==> src/rtl/matrix_scan_driver.sv <==
`default_nettype none
// +----------------------------------------------------------------------------+
// | matrix_scan_driver: row-multiplexed LED matrix driver with a pending/display |
// | frame pair swapped only at frame boundaries.  Rev 1.0                        |
// +----------------------------------------------------------------------------+
module matrix_scan_driver #(
  parameter int ROWS  = 8,
  parameter int COLS  = 7,
  parameter int DIV   = 1000,
  parameter int BLANK = 2
) (
  input  logic                   clock,
  input  logic                   reset_n,
  input  logic                   enable,
  input  logic [ROWS*COLS-1:0]   frame_in,
  input  logic                   frame_valid,
  output logic                   frame_ready,
  output logic [ROWS-1:0]        row_n,
  output logic [COLS-1:0]        col,
  output logic                   frame_done
);

  localparam int CW = (DIV > 1) ? $clog2(DIV) : 1;
  localparam int RW = (ROWS > 1) ? $clog2(ROWS) : 1;

  localparam logic [CW-1:0] c_cnt_max = CW'(DIV - 1);
  localparam logic [CW-1:0] c_blank   = CW'(BLANK);
  localparam logic [RW-1:0] c_row_max = RW'(ROWS - 1);

  logic [CW-1:0]        r_cnt;
  logic [RW-1:0]        r_row;
  logic [ROWS*COLS-1:0] r_disp;
  logic [ROWS*COLS-1:0] r_pending;
  logic                 r_pending_full;
  logic [ROWS-1:0]      r_row_n;
  logic [COLS-1:0]      r_col;
  logic                 r_frame_done;

  logic w_tick;
  logic w_boundary;
  logic w_accept;
  logic w_promote;

  assign w_tick     = enable && (r_cnt == c_cnt_max);
  assign w_boundary = w_tick && (r_row == c_row_max);
  assign w_accept   = frame_valid && !r_pending_full;
  // With the scan stopped there is no tearing to avoid, so promote immediately.
  assign w_promote  = r_pending_full && (w_boundary || !enable);

  always_ff @(posedge clock or negedge reset_n) begin
    if (!reset_n) begin
      r_cnt          <= '0;
      r_row          <= '0;
      r_disp         <= '0;
      r_pending      <= '0;
      r_pending_full <= 1'b0;
      r_row_n        <= '1;
      r_col          <= '0;
      r_frame_done   <= 1'b0;
    end else begin
      if (!enable) begin
        r_cnt <= '0;
        r_row <= '0;
      end else if (w_tick) begin
        r_cnt <= '0;
        r_row <= (r_row == c_row_max) ? '0 : r_row + RW'(1);
      end else begin
        r_cnt <= r_cnt + CW'(1);
      end

      if (w_promote) begin
        r_disp <= r_pending;
      end

      if (w_accept) begin
        r_pending      <= frame_in;
        r_pending_full <= 1'b1;
      end else if (w_promote) begin
        r_pending_full <= 1'b0;
      end

      r_frame_done <= w_boundary;

      // Outputs reflect the scan state of the previous cycle.
      if (!enable || (r_cnt < c_blank)) begin
        r_row_n <= '1;
        r_col   <= '0;
      end else begin
        r_row_n <= ~(ROWS'(1) << r_row);
        r_col   <= r_disp[r_row*COLS +: COLS];
      end
    end
  end

  assign frame_ready = !r_pending_full;
  assign row_n       = r_row_n;
  assign col         = r_col;
  assign frame_done  = r_frame_done;

endmodule
`default_nettype wire

==> config.mk <==
export PLATFORM = sky130hd
export DESIGN_NAME = matrix_scan_driver
export DESIGN_NICKNAME = d
export VERILOG_FILES = /design/src/rtl/matrix_scan_driver.sv
export SDC_FILE = /design/constraint.sdc
export NUM_CORES = 1
export LEC_CHECK = 0
export ABC_AREA = 0
export BUFFER_PORTS_ARGS = -buffer_cell sky130_fd_sc_hd__buf_2
export CAP_MARGIN = 10
export CORE_MARGIN = 5
export CORE_UTILIZATION = 62
export CTS_CLUSTER_DIAMETER = 60
export CTS_CLUSTER_SIZE = 24
export DETAILED_ROUTE_END_ITERATION = 6
export PLACE_DENSITY = 0.85
export SYNTH_ARGS = -nofsm -noshare
export SYNTH_HDL_FRONTEND = slang
export SYNTH_SLANG_ARGS = --single-unit
==> constraint.sdc <==
create_clock -name clock -period 5.3 [get_ports clock]
set_input_delay 0.265 -clock clock [delete_from_list [all_inputs] [get_ports clock]]
set_output_delay 0.265 -clock clock [all_outputs]
set_load 0.01 [all_outputs]
==> results of run 1 <==
cells by family after synthesis:
group                    count (synthesis)  share of synthesized area, %
flip-flops                             142                          58.9
XOR/XNOR                                 5                         0.724
multiplexers                           126                          28.6
buffers and inverters                   27                          3.17
AND/OR/NAND/NOR                         74                          5.73
AO/OA/AOI/OAI                           12                          1.45
adder cells (fa/ha/maj)                  7                          1.45
flip-flops by register name, indices dropped and copies added (netlist names):
signal          flops
frame_done          1
r_cnt              10
row_n               8
col                 7
r_pending_full      1
r_row               3
r_disp             56
r_pending          56
worst max-delay path: stages (launching register included):
cell and delay (ns):
dfrtp_1 0.90, ha_1 0.34, ha_1 0.23, nand2_1 0.11, o22ai_4 0.78, buf_4 0.46, mux2_2 0.39
cells in the mapped netlist, types with 2 or more instances:
master    count  area (um^2)
a31oi_1       2         12.5
mux2_4       40          601
dfrtp_1     134         3350
and3_1        2         12.5
a21oi_1       6         30.0
dfstp_2       8          210
mux4_2       14          315
nand2_1      13         48.8
nor2_1       24         90.1
xor2_1        2         17.5
nor3_1        9         45.0
buf_12        4         80.1
nand3_1      14         70.1
buf_2         2         10.0
nand4_1       2         12.5
inv_1         6         22.5
clkbuf_1      9         33.8
buf_1         2         7.51
mux2_2       72          811
or3_1         4         25.0
ha_1          7         87.6
xnor2_1       3         26.3
where the power goes:
| part | total (mW) | internal [mW] | switching, mW |
|---|---|---|---|
| Clock | 1.19 | 0.704 | 0.484 |
| Combinational | 0.648 | 0.432 | 0.216 |
| Sequential | 1.60 | 1.38 | 0.214 |
through the flow:
stage	setup WS, ns	hold WS [ns]
6_report	1.93	0.124
5_1_grt	1.78	0.135
4_1_cts	1.97	0.106
3_5_place_dp	2.10	0.276
3_3_place_gp	2.22	0.271
2_1_floorplan	3.24	-0.0306
worst max path at each step:
stage / startpoint / to / slack (ns) / depth (start not counted)
floorplan: r_cnt[0] / r_disp[0] / 3.24 / 8
global placement: r_row[1] / r_disp[49] / 2.22 / 6
finish: r_row[1] / r_disp[42] / 1.93 / 6
CTS: r_row[1] / r_disp[36] / 1.97 / 6
detailed placement: r_row[1] / r_disp[49] / 2.10 / 6
global route: r_row[1] / r_disp[42] / 1.78 / 6
metal layers:
metal  GRT usage [%]  vias up
met5               0        -
met4            10.1        0
met3            6.22       24
met2            42.3      118
met1            31.9     1958
li1                -     1675
cells in the final DEF, fill, tap and decap left out, types with 2 or more instances in the layout:
cell type / count
clkbuf_8: 3
nor2_1: 24
nand4_1: 2
bufinv_16: 2
clkinvlp_4: 3
nand2_1: 13
mux4_2: 14
inv_6: 5
xor2_1: 2
a31oi_1: 2
dfrtp_1: 134
inv_1: 6
ha_1: 7
nor3_1: 9
clkbuf_16: 16
nand3_1: 14
dfstp_2: 8
clkinv_4: 3
buf_4: 5
a21oi_1: 6
dlygate4sd3_1: 57
buf_2: 75
xnor2_1: 3
mux2_4: 40
and3_1: 2
mux2_2: 72
or3_1: 4
layout make-up:
class                           instances  area, um^2  share of cell area (%)
Tap cell                              133         166                    2.18
Multi-Input combinational cell        224        2300                    30.1
Timing Repair Buffer                  138         995                    13.0
Clock buffer                           19         442                    5.78
Clock inverter                         13         153                    2.00
Inverter                                7        26.3                   0.344
Sequential cell                       142        3560                    46.6
what timing repair did:
action,CTS,global route
setup endpoints to repair,0,0
hold endpoints to repair,110,0
resized for setup,0,0
hold buffers,57,0
==> flow_metrics.env, run 1 <==
export IMPL_status="finished clean"
export IMPL_synth_fp_nets=460
export IMPL_total_power_mw=3.43
export IMPL_final_cells=676
export IMPL_insertion_delay_ns=0.53
export IMPL_grt_pass1_vias=4107
export IMPL_cts_root_buf="clkbuf_8"
export IMPL_reg2reg_slack_ns=1.93
export IMPL_finalCriticalPeriod_ns=3.37
export IMPL_grt_usage_pct=25.3
export IMPL_fmax_ghz=0.297
export IMPL_antenna_found_initial=0
export IMPL_grt_pass1_wl_um=21900
export IMPL_start_util_pct=62.7
export IMPL_io_pins=77
export IMPL_postPlaceCellArea_um2=6480
export IMPL_routed_via_density=5.58
export IMPL_ys_ff_latch=142
export IMPL_place_hpwl_um=7290
export IMPL_start_kind="flop"
export IMPL_design_core_area_um2=9640
export IMPL_die_h_um=109
export IMPL_die_width_um=109
export IMPL_post_cts_buffers=0
export IMPL_top_layer="met4"
export IMPL_avgSynthCellArea_um2=15.4
export IMPL_tightest_slew_ns=1.06
export IMPL_wl_met3_um=587
export IMPL_drt_met1_wl_um=5410
export IMPL_seq_area_frac_synth_pct=58.9
export IMPL_synth_cells=393
export IMPL_fin_skew_ns=0.0109
export IMPL_fill_cells=518
export IMPL_powerDensity_nw_per_um2=449
export IMPL_gp_congestion=0.857
export IMPL_wl_per_cell_um=19.8
export IMPL_fp_dieArea_um2=11800
export IMPL_crit_path_end_kind="flop"
export IMPL_numPlacedInstances=587
export IMPL_cts_path_max_buffers=2
export IMPL_cp_max_fo=24
export IMPL_p_leak_nw=3.39
export IMPL_min_path_type="in -> reg"
export IMPL_firstDrtPassIters=4
export IMPL_slew_headroom_pct=29.2
export IMPL_cap_violations=0
export IMPL_rsz0062_at_grt="false"
export IMPL_drive_gt1_share_pct=46.2
export IMPL_cts_sinks=142
export IMPL_setup_viol=0
export IMPL_clk_pin_slew_ns=0.07
export IMPL_antenna_cells=0
export IMPL_min_from="enable"
export IMPL_synth_top_flop_cell="dfrtp_1"
export IMPL_syn_area_um2=6050
export IMPL_final_util_pct=79.3
export IMPL_tritoncts="yes"
export IMPL_cts_buffers_inserted=17
export IMPL_rows=36
export IMPL_required_ns=5.71
export IMPL_synth_warnings=0
export IMPL_via_count=3775
export IMPL_rr_worst_depth=6
export IMPL_arrival_ns=3.77
export IMPL_finalNetCount=597
export IMPL_stdcell_area_um2=7640
export IMPL_peakVddDrop_mv=0.263
export IMPL_grt_start_max_net_pins=81
export IMPL_drtIter0Drc=195
export IMPL_synth_edf_count=0
export IMPL_drv_slew=0
export IMPL_crit_type="reg -> reg"
export IMPL_synthDistinctLibCells=36
export IMPL_rr_endpoint="r_disp[42]"
export IMPL_drtAntennaViolNets=0
export IMPL_wl_um=13400
export IMPL_htree_levels=4
export IMPL_drc=0
export IMPL_io_buffers=76
export IMPL_async_flop_share_pct=100
export IMPL_min_to="r_row[2]"
export IMPL_r2r_start="r_row[1]"
export IMPL_hold_violations=0
export IMPL_overflow=0
export IMPL_wl_met2_um=7090
export IMPL_finalSetupTns_ns=0
export IMPL_area_growth_pct=26.4
export IMPL_fin_crit_sh_pct=63.6
export IMPL_hold_depth=3
Note: power is estimated with default switching activity, not from simulation.
==> run 2: changes to the inputs <==
--- a/config.mk
+++ b/config.mk
@@ -9,11 +9,11 @@
 export BUFFER_PORTS_ARGS = -buffer_cell sky130_fd_sc_hd__buf_2
 export CAP_MARGIN = 10
 export CORE_MARGIN = 5
-export CORE_UTILIZATION = 62
+export CORE_UTILIZATION = 52
 export CTS_CLUSTER_DIAMETER = 60
 export CTS_CLUSTER_SIZE = 24
 export DETAILED_ROUTE_END_ITERATION = 6
-export PLACE_DENSITY = 0.85
+export PLACE_DENSITY = 0.76
 export SYNTH_ARGS = -nofsm -noshare
 export SYNTH_HDL_FRONTEND = slang
 export SYNTH_SLANG_ARGS = --single-unit
==> constraint.sdc (replaced) <==
create_clock -name clock -period 2.9 [get_ports clock]
set_input_delay 0.145 -clock clock [delete_from_list [all_inputs] [get_ports clock]]
set_output_delay 0.145 -clock clock [all_outputs]
set_load 0.01 [all_outputs]
==> flow_metrics.env, run 2 (same netlist as run 1, synthesis figures left out) <==
export IMPL_fp_dieArea_um2=13900
export IMPL_io_pins=77
export IMPL_start_util_pct=53.0
export IMPL_final_util_pct=67.5
export IMPL_cts_buffers_inserted=17
export IMPL_rsz0062_at_grt="false"
export IMPL_min_path_type="in -> reg"
export IMPL_wl_um=12400
export IMPL_routed_via_density=5.26
export IMPL_arrival_ns=2.70
export IMPL_antenna_found_initial=0
export IMPL_grt_start_max_net_pins=82
export IMPL_powerDensity_nw_per_um2=808
export IMPL_overflow=0
export IMPL_layout_common_cells="dfrtp_1 (134), buf_2 (75), mux2_2 (72), dlygate4sd3_1 (57), mux2_4 (40)"
export IMPL_timing_final_ws_setup_ns=0.495
export IMPL_multi_input_area_um2=2300
export IMPL_wl_met3_um=607
export IMPL_fill_cells=794
export IMPL_cap_violations=0
export IMPL_required_ns=3.19
export IMPL_finalCriticalPeriod_ns=2.40
export IMPL_crit_chain="ha_1 -> nand3_1 -> or3_1 -> o22ai_4 -> buf_4 -> mux2_2"
export IMPL_cts_resized=0
export IMPL_slowest_delay_ns=0.50
export IMPL_finalNetCount=601
export IMPL_htree_levels=4
export IMPL_start_kind="flop"
export IMPL_cts_hold_buf=57
export IMPL_insertion_delay_ns=0.41
export IMPL_crit_type="reg -> reg"
export IMPL_cpMaxStageDelayCell="or3_1"
export IMPL_drtIter0Drc=215
export IMPL_crit_path_end_kind="flop"
export IMPL_status="finished clean"
export IMPL_fmax_ghz=0.416
export IMPL_reg_top3="r_disp x56, r_pending x56, r_cnt x10"
export IMPL_grt_pass1_wl_um=20600
export IMPL_firstDrtPassIters=4
export IMPL_design_core_area_um2=11400
export IMPL_via_count=3629
export IMPL_drc=0
export IMPL_fin_skew_ns=0.00729
export IMPL_hold_violations=0
export IMPL_tritoncts="yes"
export IMPL_drive_gt1_share_pct=46.1
export IMPL_clk_pin_slew_ns=0.06
export IMPL_place_hpwl_um=7650
export IMPL_wl_per_cell_um=18.0
export IMPL_drv_slew=0
export IMPL_die_h_um=118
export IMPL_rows=39
export IMPL_area_sequential_um2=3560
export IMPL_cts_path_max_buffers=2
export IMPL_finalSetupTns_ns=0
export IMPL_numPlacedInstances=601
export IMPL_final_common_cell="dfrtp_1"
export IMPL_cp_max_fo=23
export IMPL_setup_viol=0
export IMPL_wl_met2_um=6300
export IMPL_die_width_um=118
export IMPL_drtAntennaViolNets=0
export IMPL_io_buffers=76
export IMPL_peakVddDrop_mv=0.433
export IMPL_gp_congestion=0.812
export IMPL_place_ws_ns=0.541
export IMPL_grt_pass1_vias=3939
export IMPL_antenna_cells=0
export IMPL_area_growth_pct=27.4
export IMPL_holdWs_ns=0.117
export IMPL_drt_met1_wl_um=5230
export IMPL_slew_headroom_pct=48.2
export IMPL_fin_crit_sh_pct=82.9
export IMPL_top_layer="met4"
export IMPL_cts_sinks=142
export IMPL_tightest_slew_ns=0.777
export IMPL_p_leak_nw=3.41
export IMPL_post_cts_buffers=0
export IMPL_final_cells=690
export IMPL_cts_root_buf="clkbuf_16"
export IMPL_grt_usage_pct=18.7
## run 2: cell count changes in the layout (fill, tap and decap cells not counted), sizes merged
cell / previous run / this run
buf: 81 / 85
inv: 11 / 8
bufinv: 2 / 3
clkbuf: 19 / 20
clkinv: 4 / 5
## run 2: final cells by class
type                    instances  share of cell area (%)
repair buffers                142                    13.5
inverters                       7                   0.341
clock buffers                  20                    5.67
well taps                     143                    2.32
multi-input cells             224                    29.9
clock inverters                12                    2.10
flip-flops and latches        142                    46.3
## run 2: path summary, 6_finish.rpt
check	to	from	cells past startpoint	slack (ns)
min in group asynchronous	r_pending[14]	reset_n	2	0.35
setup / recovery	r_disp[45]	r_cnt[1]	6	0.50
hold reg to reg	r_cnt[0]	r_cnt[0]	1	0.49
max in group asynchronous	r_pending[55]	reset_n	3	1.74
hold / removal	r_row[2]	enable	3	0.12
setup reg to reg	r_disp[45]	r_cnt[1]	6	0.50
## run 2: per-layer routing
layer	vias to the layer above	global-route usage [%]
met5	-	0
met1	1821	23.6
li1	1680	-
met3	23	5.48
met2	105	30.5
met4	0	7.24
## run 2: critical path, delay by kind of cell (launching register included)
family          cells  cell delay (ns)
buf+inv             1             0.38
mux                 1             0.39
fa+ha+maj           1             0.30
compound gates      1             0.21
simple gates        2             0.59
flops               1             0.40
## run 2: through the flow
| step | power [mW] | instance area (um^2) |
|---|---|---|
| floorplan | 3.65 | 6050 |
| global placement | 3.90 | 6540 |
| detailed placement | 3.99 | 6540 |
| CTS | 6.26 | 7700 |
| global route | 6.49 | 7700 |
| finish | 6.23 | 7700 |
## run 2: power breakdown
group	internal [mW]	switching (mW)
logic	0.794	0.385
registers	2.53	0.336
clock network	1.36	0.824
